[src/rtl/proc_pipe_param.sv]
// -----------------------------------------------------------------------------
// proc_pipe_param
// Four-stage (fetch / decode / execute / writeback) pipelined core executing
// add-immediate, subtract-immediate, NOP and HALT. Operands are forwarded from
// X and W into D so dependent instructions issue back to back without stalls.
// Optional unsigned saturation, write protection of register 0, an external
// stall input and a counter of committed register writes.
//
// Instruction word (MSB -> LSB): op[2] | rd[REG_ADDR_WIDTH] | rs[REG_ADDR_WIDTH]
//                                | imm[DATA_WIDTH]
//   op: 00 ADDI rd=rs+imm, 01 SUBI rd=rs-imm, 10 NOP, 11 HALT
//
// Ports:
//   clock            in   master clock, rising edge
//   reset            in   synchronous, active-low
//   stall            in   freezes every state element while high
//   address_imem     out  program counter (registered)
//   q_imem           in   instruction at address_imem, same cycle
//   ctrl_readReg     out  rs of the instruction in D
//   data_readReg     in   register file read data for ctrl_readReg
//   ctrl_writeEnable out  register file write strobe (W stage)
//   ctrl_writeReg    out  rd of the instruction in W
//   data_writeReg    out  result of the instruction in W
//   halted           out  sticky, set when HALT reaches W
//   retire_count     out  number of committed register writes (wraps)
// -----------------------------------------------------------------------------
module proc_pipe_param #(
   parameter int DATA_WIDTH      = 8,
   parameter int REG_ADDR_WIDTH  = 3,
   parameter int IMEM_ADDR_WIDTH = 8,
   parameter int SATURATE        = 0,
   parameter int ZERO_REG        = 1,
   parameter int CNT_WIDTH       = 16
) (
   input  logic                                          clock,
   input  logic                                          reset,
   input  logic                                          stall,
   output logic [IMEM_ADDR_WIDTH-1:0]                    address_imem,
   input  logic [2+2*REG_ADDR_WIDTH+DATA_WIDTH-1:0]      q_imem,
   output logic [REG_ADDR_WIDTH-1:0]                     ctrl_readReg,
   input  logic [DATA_WIDTH-1:0]                         data_readReg,
   output logic                                          ctrl_writeEnable,
   output logic [REG_ADDR_WIDTH-1:0]                     ctrl_writeReg,
   output logic [DATA_WIDTH-1:0]                         data_writeReg,
   output logic                                          halted,
   output logic [CNT_WIDTH-1:0]                          retire_count
);

   localparam int INSN_WIDTH = 2 + 2*REG_ADDR_WIDTH + DATA_WIDTH;

   localparam logic [1:0] OP_ADDI = 2'b00;
   localparam logic [1:0] OP_SUBI = 2'b01;
   localparam logic [1:0] OP_NOP  = 2'b10;
   localparam logic [1:0] OP_HALT = 2'b11;

   localparam logic [INSN_WIDTH-1:0] INSN_NOP = {OP_NOP, {(INSN_WIDTH-2){1'b0}}};

   // ---------------------------------------------------------------- state
   logic [IMEM_ADDR_WIDTH-1:0] r_pc;
   logic                       r_halt_seen;
   logic                       r_halted;
   logic [CNT_WIDTH-1:0]       r_cnt;

   // F/D: full instruction
   logic [INSN_WIDTH-1:0]      r_fd_insn;

   // D/X: the fields execute still needs, plus operand A
   logic [1:0]                 r_dx_op;
   logic [REG_ADDR_WIDTH-1:0]  r_dx_rd;
   logic [DATA_WIDTH-1:0]      r_dx_imm;
   logic [DATA_WIDTH-1:0]      r_dx_a;

   // X/W: the fields writeback still needs, plus the result
   logic [1:0]                 r_xw_op;
   logic [REG_ADDR_WIDTH-1:0]  r_xw_rd;
   logic [DATA_WIDTH-1:0]      r_xw_res;

   // ---------------------------------------------------------------- decode
   logic [1:0]                 w_fd_op;
   logic [REG_ADDR_WIDTH-1:0]  w_fd_rd;
   logic [REG_ADDR_WIDTH-1:0]  w_fd_rs;
   logic [DATA_WIDTH-1:0]      w_fd_imm;
   logic [1:0]                 w_q_op;

   assign w_fd_op  = r_fd_insn[INSN_WIDTH-1 -: 2];
   assign w_fd_rd  = r_fd_insn[INSN_WIDTH-3 -: REG_ADDR_WIDTH];
   assign w_fd_rs  = r_fd_insn[DATA_WIDTH+REG_ADDR_WIDTH-1 -: REG_ADDR_WIDTH];
   assign w_fd_imm = r_fd_insn[DATA_WIDTH-1:0];
   assign w_q_op   = q_imem[INSN_WIDTH-1 -: 2];

   // ADDI and SUBI are the only writers; both have op[1] clear.
   logic w_dx_writes;
   logic w_xw_writes;
   assign w_dx_writes = (r_dx_op == OP_ADDI) || (r_dx_op == OP_SUBI);
   assign w_xw_writes = (r_xw_op == OP_ADDI) || (r_xw_op == OP_SUBI);

   // With register 0 protected, reads of r0 must see the register file's
   // constant zero and never a forwarded (discarded) result.
   logic w_rs_is_zero;
   logic w_xw_rd_is_zero;
   assign w_rs_is_zero    = (ZERO_REG != 0) && (w_fd_rs == '0);
   assign w_xw_rd_is_zero = (ZERO_REG != 0) && (r_xw_rd == '0);

   // ---------------------------------------------------------------- execute
   logic [DATA_WIDTH-1:0] w_add_res;
   logic [DATA_WIDTH-1:0] w_sub_res;
   logic [DATA_WIDTH-1:0] w_alu;

   generate
      if (SATURATE != 0) begin : g_sat
         logic [DATA_WIDTH:0] w_sum;
         logic [DATA_WIDTH:0] w_diff;
         assign w_sum  = {1'b0, r_dx_a} + {1'b0, r_dx_imm};
         assign w_diff = {1'b0, r_dx_a} - {1'b0, r_dx_imm};
         // Carry out clamps high; borrow (MSB of the widened difference) clamps low.
         assign w_add_res = w_sum[DATA_WIDTH]  ? {DATA_WIDTH{1'b1}} : w_sum[DATA_WIDTH-1:0];
         assign w_sub_res = w_diff[DATA_WIDTH] ? {DATA_WIDTH{1'b0}} : w_diff[DATA_WIDTH-1:0];
      end else begin : g_wrap
         assign w_add_res = r_dx_a + r_dx_imm;
         assign w_sub_res = r_dx_a - r_dx_imm;
      end
   endgenerate

   assign w_alu = (r_dx_op == OP_SUBI) ? w_sub_res : w_add_res;

   // ---------------------------------------------------------------- operand A
   // The youngest producer wins: X (instruction i-1) before W (i-2) before
   // the register file (i-3 or older, already committed).
   logic w_fwd_x;
   logic w_fwd_w;
   logic [DATA_WIDTH-1:0] w_opnd_a;

   assign w_fwd_x = w_dx_writes && (r_dx_rd == w_fd_rs) && !w_rs_is_zero;
   assign w_fwd_w = w_xw_writes && (r_xw_rd == w_fd_rs) && !w_rs_is_zero;

   always_comb begin
      w_opnd_a = data_readReg;
      if (w_fwd_x) begin
         w_opnd_a = w_alu;
      end else if (w_fwd_w) begin
         w_opnd_a = r_xw_res;
      end
   end

   // ---------------------------------------------------------------- writeback
   // Blocking the strobe during stall keeps the W instruction pending, so it
   // commits exactly once: on the first unstalled cycle.
   logic w_write_en;
   assign w_write_en = w_xw_writes && !stall && !w_xw_rd_is_zero;

   // ---------------------------------------------------------------- registers
   always_ff @(posedge clock) begin
      if (!reset) begin
         r_pc        <= '0;
         r_halt_seen <= 1'b0;
         r_halted    <= 1'b0;
         r_cnt       <= '0;
         r_fd_insn   <= INSN_NOP;
         r_dx_op     <= OP_NOP;
         r_dx_rd     <= '0;
         r_dx_imm    <= '0;
         r_dx_a      <= '0;
         r_xw_op     <= OP_NOP;
         r_xw_rd     <= '0;
         r_xw_res    <= '0;
      end else if (!stall) begin
         // Fetch: once HALT has been latched, freeze the PC and feed bubbles.
         if (r_halt_seen) begin
            r_fd_insn <= INSN_NOP;
         end else begin
            r_pc      <= r_pc + IMEM_ADDR_WIDTH'(1);
            r_fd_insn <= q_imem;
            if (w_q_op == OP_HALT) begin
               r_halt_seen <= 1'b1;
            end
         end

         r_dx_op  <= w_fd_op;
         r_dx_rd  <= w_fd_rd;
         r_dx_imm <= w_fd_imm;
         r_dx_a   <= w_opnd_a;

         r_xw_op  <= r_dx_op;
         r_xw_rd  <= r_dx_rd;
         r_xw_res <= w_alu;

         // Set on the edge that moves HALT into X/W, so the flag is high
         // in the same cycle HALT occupies W.
         if (r_dx_op == OP_HALT) begin
            r_halted <= 1'b1;
         end

         if (w_write_en) begin
            r_cnt <= r_cnt + CNT_WIDTH'(1);
         end
      end
   end

   // ---------------------------------------------------------------- outputs
   assign address_imem     = r_pc;
   assign ctrl_readReg     = w_fd_rs;
   assign ctrl_writeEnable = w_write_en;
   assign ctrl_writeReg    = r_xw_rd;
   assign data_writeReg    = r_xw_res;
   assign halted           = r_halted;
   assign retire_count     = r_cnt;

endmodule

[config.mk]
export PLATFORM = sky130hd
export DESIGN_NAME = proc_pipe_param
export DESIGN_NICKNAME = d
export VERILOG_FILES = /design/src/rtl/proc_pipe_param.sv
export SDC_FILE = /design/constraint.sdc
export NUM_CORES = 1
export LEC_CHECK = 0
export CORE_MARGIN = 1
export CORE_UTILIZATION = 29
export DETAILED_ROUTE_END_ITERATION = 12
export SLEW_MARGIN = 20
export SYNTH_ARGS = -nofsm -noshare
export SYNTH_HDL_FRONTEND = slang
export SYNTH_SLANG_ARGS = --single-unit
[constraint.sdc]
create_clock -name clock -period 3.5 [get_ports clock]
set_input_delay 0.35 -clock clock [delete_from_list [all_inputs] [get_ports clock]]
set_output_delay 0.35 -clock clock [all_outputs]
set_load 0.01 [all_outputs]
==> metrics.md <==
| Metric | Value |
|---|---|
| Cts hold-fix bufs | 0 |
| Setup Skew | 0.005104 ns |
| Final Critical Period | 2.716 ns |
| Via density | 4.554 |
| Post-DP Area | 0.004462 mm² |
| Mapped Avg Cell Area | 9.568 µm² |
| Synth warnings | 0 |
| Postcts setup bufs | 0 |
| Fin area | 0.004778 mm² |
| WP data required | 3.72 ns |
| Synth cell count leaders | dfxtp_1, nor2b_1, mux2i_1, nand2_1, xnor2_1 |
| Critical path startpoint category | register |
| Final wirelength | 7888 µm |
| Kind of critical path | reg2reg |
| Net Sw Frac | 0.2442 |
| Num CTS Buffers | 9 |
| Iteration-0 DRC count of the detailed router | 169 |
| Sequential Power Share | 0.418 |
| Leakage power | 0.001802 µW |
| Slew HR | 0.4978 |
| Final Slew Violations | 0 |
| Clock latency at the later pin of the worst-skew pair | 0.34 ns |
| N_diodes | 0 |
| Status | finished clean |
| # setup viols final | 0 |
| # port buffers | 66 |
| # rows | 40 |
| Internal power | 1678 µW |
| Final cycle utilization of the critical path | 0.7760 |
| Setup TNS Final | 0 ns |
| Clock power share | 0.443 |
| Arrival @ worst endpoint | 2.93 ns |
| Post-cts sizing count | 0 |
| HP Class | in2reg |
| Most used DFF post-synth | dfxtp_1 |
| RSZ-0062 raised after global routing | false |
| DR vias | 2,801 |
| Synth Cell Area | 0.003684 mm² |
| TritonCTS clock tree | yes |
| H-tree Lvls | 3 |
| Sequential cell area fraction in the yosys report | 0.4076 |
| Top-count cell post-synth | dfxtp_1 |
| Least-Margin Pin Slew | 0.7533 ns |
| Tot Pwr | 2220 µW |
| DIE AREA | 0.01316 mm² |
| Core Footprint | 0.01221 mm² |
| Post-synth EDFFs | 0 |
| Yosys top cell by area | dfxtp_1 |
| Fin. Hold Viols | 0 |
| Die H | 114.7 µm |
| Post-route ant nets | 0 |
| VDD IR-drop max | 0.2406 mV |
| Post-Syn Nets | 423 |
| Initial antenna violation count | 0 |
| Starting Density | 0.3016 |
| GRT Overall Usage | 0.1280 |
| Share of cells above drive strength 1 | 0.08277 |
| Area fraction of the dominant cell type after synthesis | 0.4076 |
| Largest net degree at the start of global routing | 67 |
| Sw Pwr | 542.1 µW |
| CP Max Fanout | 7 |
| DR pass1 iterations | 4 |
| CP endpoint kind | register |
| Horiz. Die Dim | 114.7 µm |
| Vias in the first global route | 2,601 |
| GRT overflow | 0 |
| Ports | 67 |
| Post-synthesis cell type count | 51 |
| Max-Cap Viols | 0 |
| Worst-path clk slew | 0.06 ns |
| Top cells by area, synth | dfxtp_1, mux2i_1, nor2b_1 |
| Comb pwr share | 0.139 |
| Syn-to-layout area delta | 29.72% |
| Final nets | 481 |
| Drt wl/cell | 12.83 µm |
| Placed wire-length estimate | 5558 µm |
| Root Driver | clkbuf_16 |
| Clock Path Buffers | 2 |
| Placer Congestion | 0.7649 |
| CTS Sinks | 75 |
| FF+latch count, synth | 75 |
| Async SR Flop Fraction | 0 |
| First-pass GRT wire length | 13,010 µm |
| Post-Synthesis Cells | 385 |
| PwrDens | 464.5 mW/mm² |
| DRC viols | 0 |
| F_max | 368.2 MHz |
critical path, stage by stage, from the launching register on:
cell     delay, ns
dfxtp_1       0.36
nor2b_1       0.41
mux2i_1       0.36
ha_1          0.29
nor2b_1       0.13
o21a_1        0.18
a311o_1       0.38
a31oi_1       0.23
xnor2_1       0.16
a21oi_1       0.09
logic make-up (layout without fill, tap and decap cells):
group           Yosys count  count (layout)  synth area share
simple gates            135             135            0.2187
flops                    75              75            0.4076
compound gates           69              69            0.1352
xor+xnor                 35              35           0.08322
buf+inv                  32              94           0.03872
fa+ha+maj                11              11           0.03940
mux                      28              28           0.07711
layer usage:
| layer | up-vias | GRT usage | wire length (µm) |
|---|---|---|---|
| met5 | - | 0 | 0 |
| met3 | 10 | 0.03864 | 346 |
| li1 | 1441 | - | - |
| met4 | 0 | 0.05455 | 132 |
| met1 | 1294 | 0.1733 | 4047 |
| met2 | 56 | 0.1879 | 3362 |
area by class of cell:
| cell class | count | area [µm²] |
|---|---|---|
| clock buffer | 9 | 225.2 |
| tap | 168 | 210.2 |
| clock inverter | 6 | 91.34 |
| multi-input combinational | 278 | 2039 |
| sequential | 75 | 1501 |
| fill | 1268 | 7433 |
| inverter | 10 | 37.54 |
| timing repair buffer | 69 | 673.1 |
registers in the layout, summed over array words and instances, names as in the netlist:
| signal | flops |
|---|---|
| data_writeReg | 8 |
| r_xw_op | 1 |
| r_dx_a | 8 |
| address_imem | 8 |
| r_fd_insn | 16 |
| halted | 1 |
| r_dx_op | 2 |
| r_halt_seen | 1 |
| retire_count | 16 |
| r_dx_rd | 3 |
| r_dx_imm | 8 |
| ctrl_writeReg | 3 |
path summary, 6_finish.rpt:
path	startpoint	to	slack, ns	cells past startpoint
max	r_dx_op[1]$_SDFFE_PN1N_	r_dx_a[7]$_SDFFE_PN0N_	0.78	9
min	stall	retire_count[1]$_SDFFE_PN0P_	0.49	4
max reg2reg	r_dx_op[1]$_SDFFE_PN1N_	r_dx_a[7]$_SDFFE_PN0N_	0.78	9
min reg2reg	retire_count[9]$_SDFFE_PN0P_	retire_count[9]$_SDFFE_PN0P_	0.51	2
power groups by stage:
stage               Sequential (µW)  Clock (µW)  Combinational [µW]
floorplan                       945           0                 203
global placement                946           0                 303
detailed placement              947           0                 309
CTS                             928        1020                 311
global route                    933        1050                 341
finish                          927         984                 308
placed cells by master, fill, tap and decap left out, drive strengths merged, types with 2 or more instances in the layout:
cell,instances
dfxtp,75
clkdlybuf4s50,64
nor2b,40
xnor2,25
mux2i,25
nand2,25
and2,24
nor2,17
a22oi,15
o21ai,15
a21oi,13
xor2,10
ha,10
inv,10
clkbuf,9
a21boi,5
nor3,5
nand4,5
buf,5
nand3,4
or3,4
mux2,3
o311a,3
nand2b,3
a32o,3
clkinvlp,3
o21a,3
and3,3
and4,2
a211oi,2
a21o,2
a31oi,2
bufinv,2
nor4,2
o21bai,2
through the flow:
stage / cells / hold WS [ns] / setup slack (ns) / util
5_1_grt: 615 / 0.5106 / 0.5985 / 0.3913
6_report: 615 / 0.4936 / 0.7840 / 0.3913
2_1_floorplan: 385 / 0.4423 / 1.062 / -
3_5_place_dp: 600 / 0.4997 / 0.7921 / 0.3654
4_1_cts: 615 / 0.4781 / 0.7771 / 0.3913
3_3_place_gp: 600 / 0.4843 / 0.8726 / 0.3654
Power figures use the tool's default switching activity.
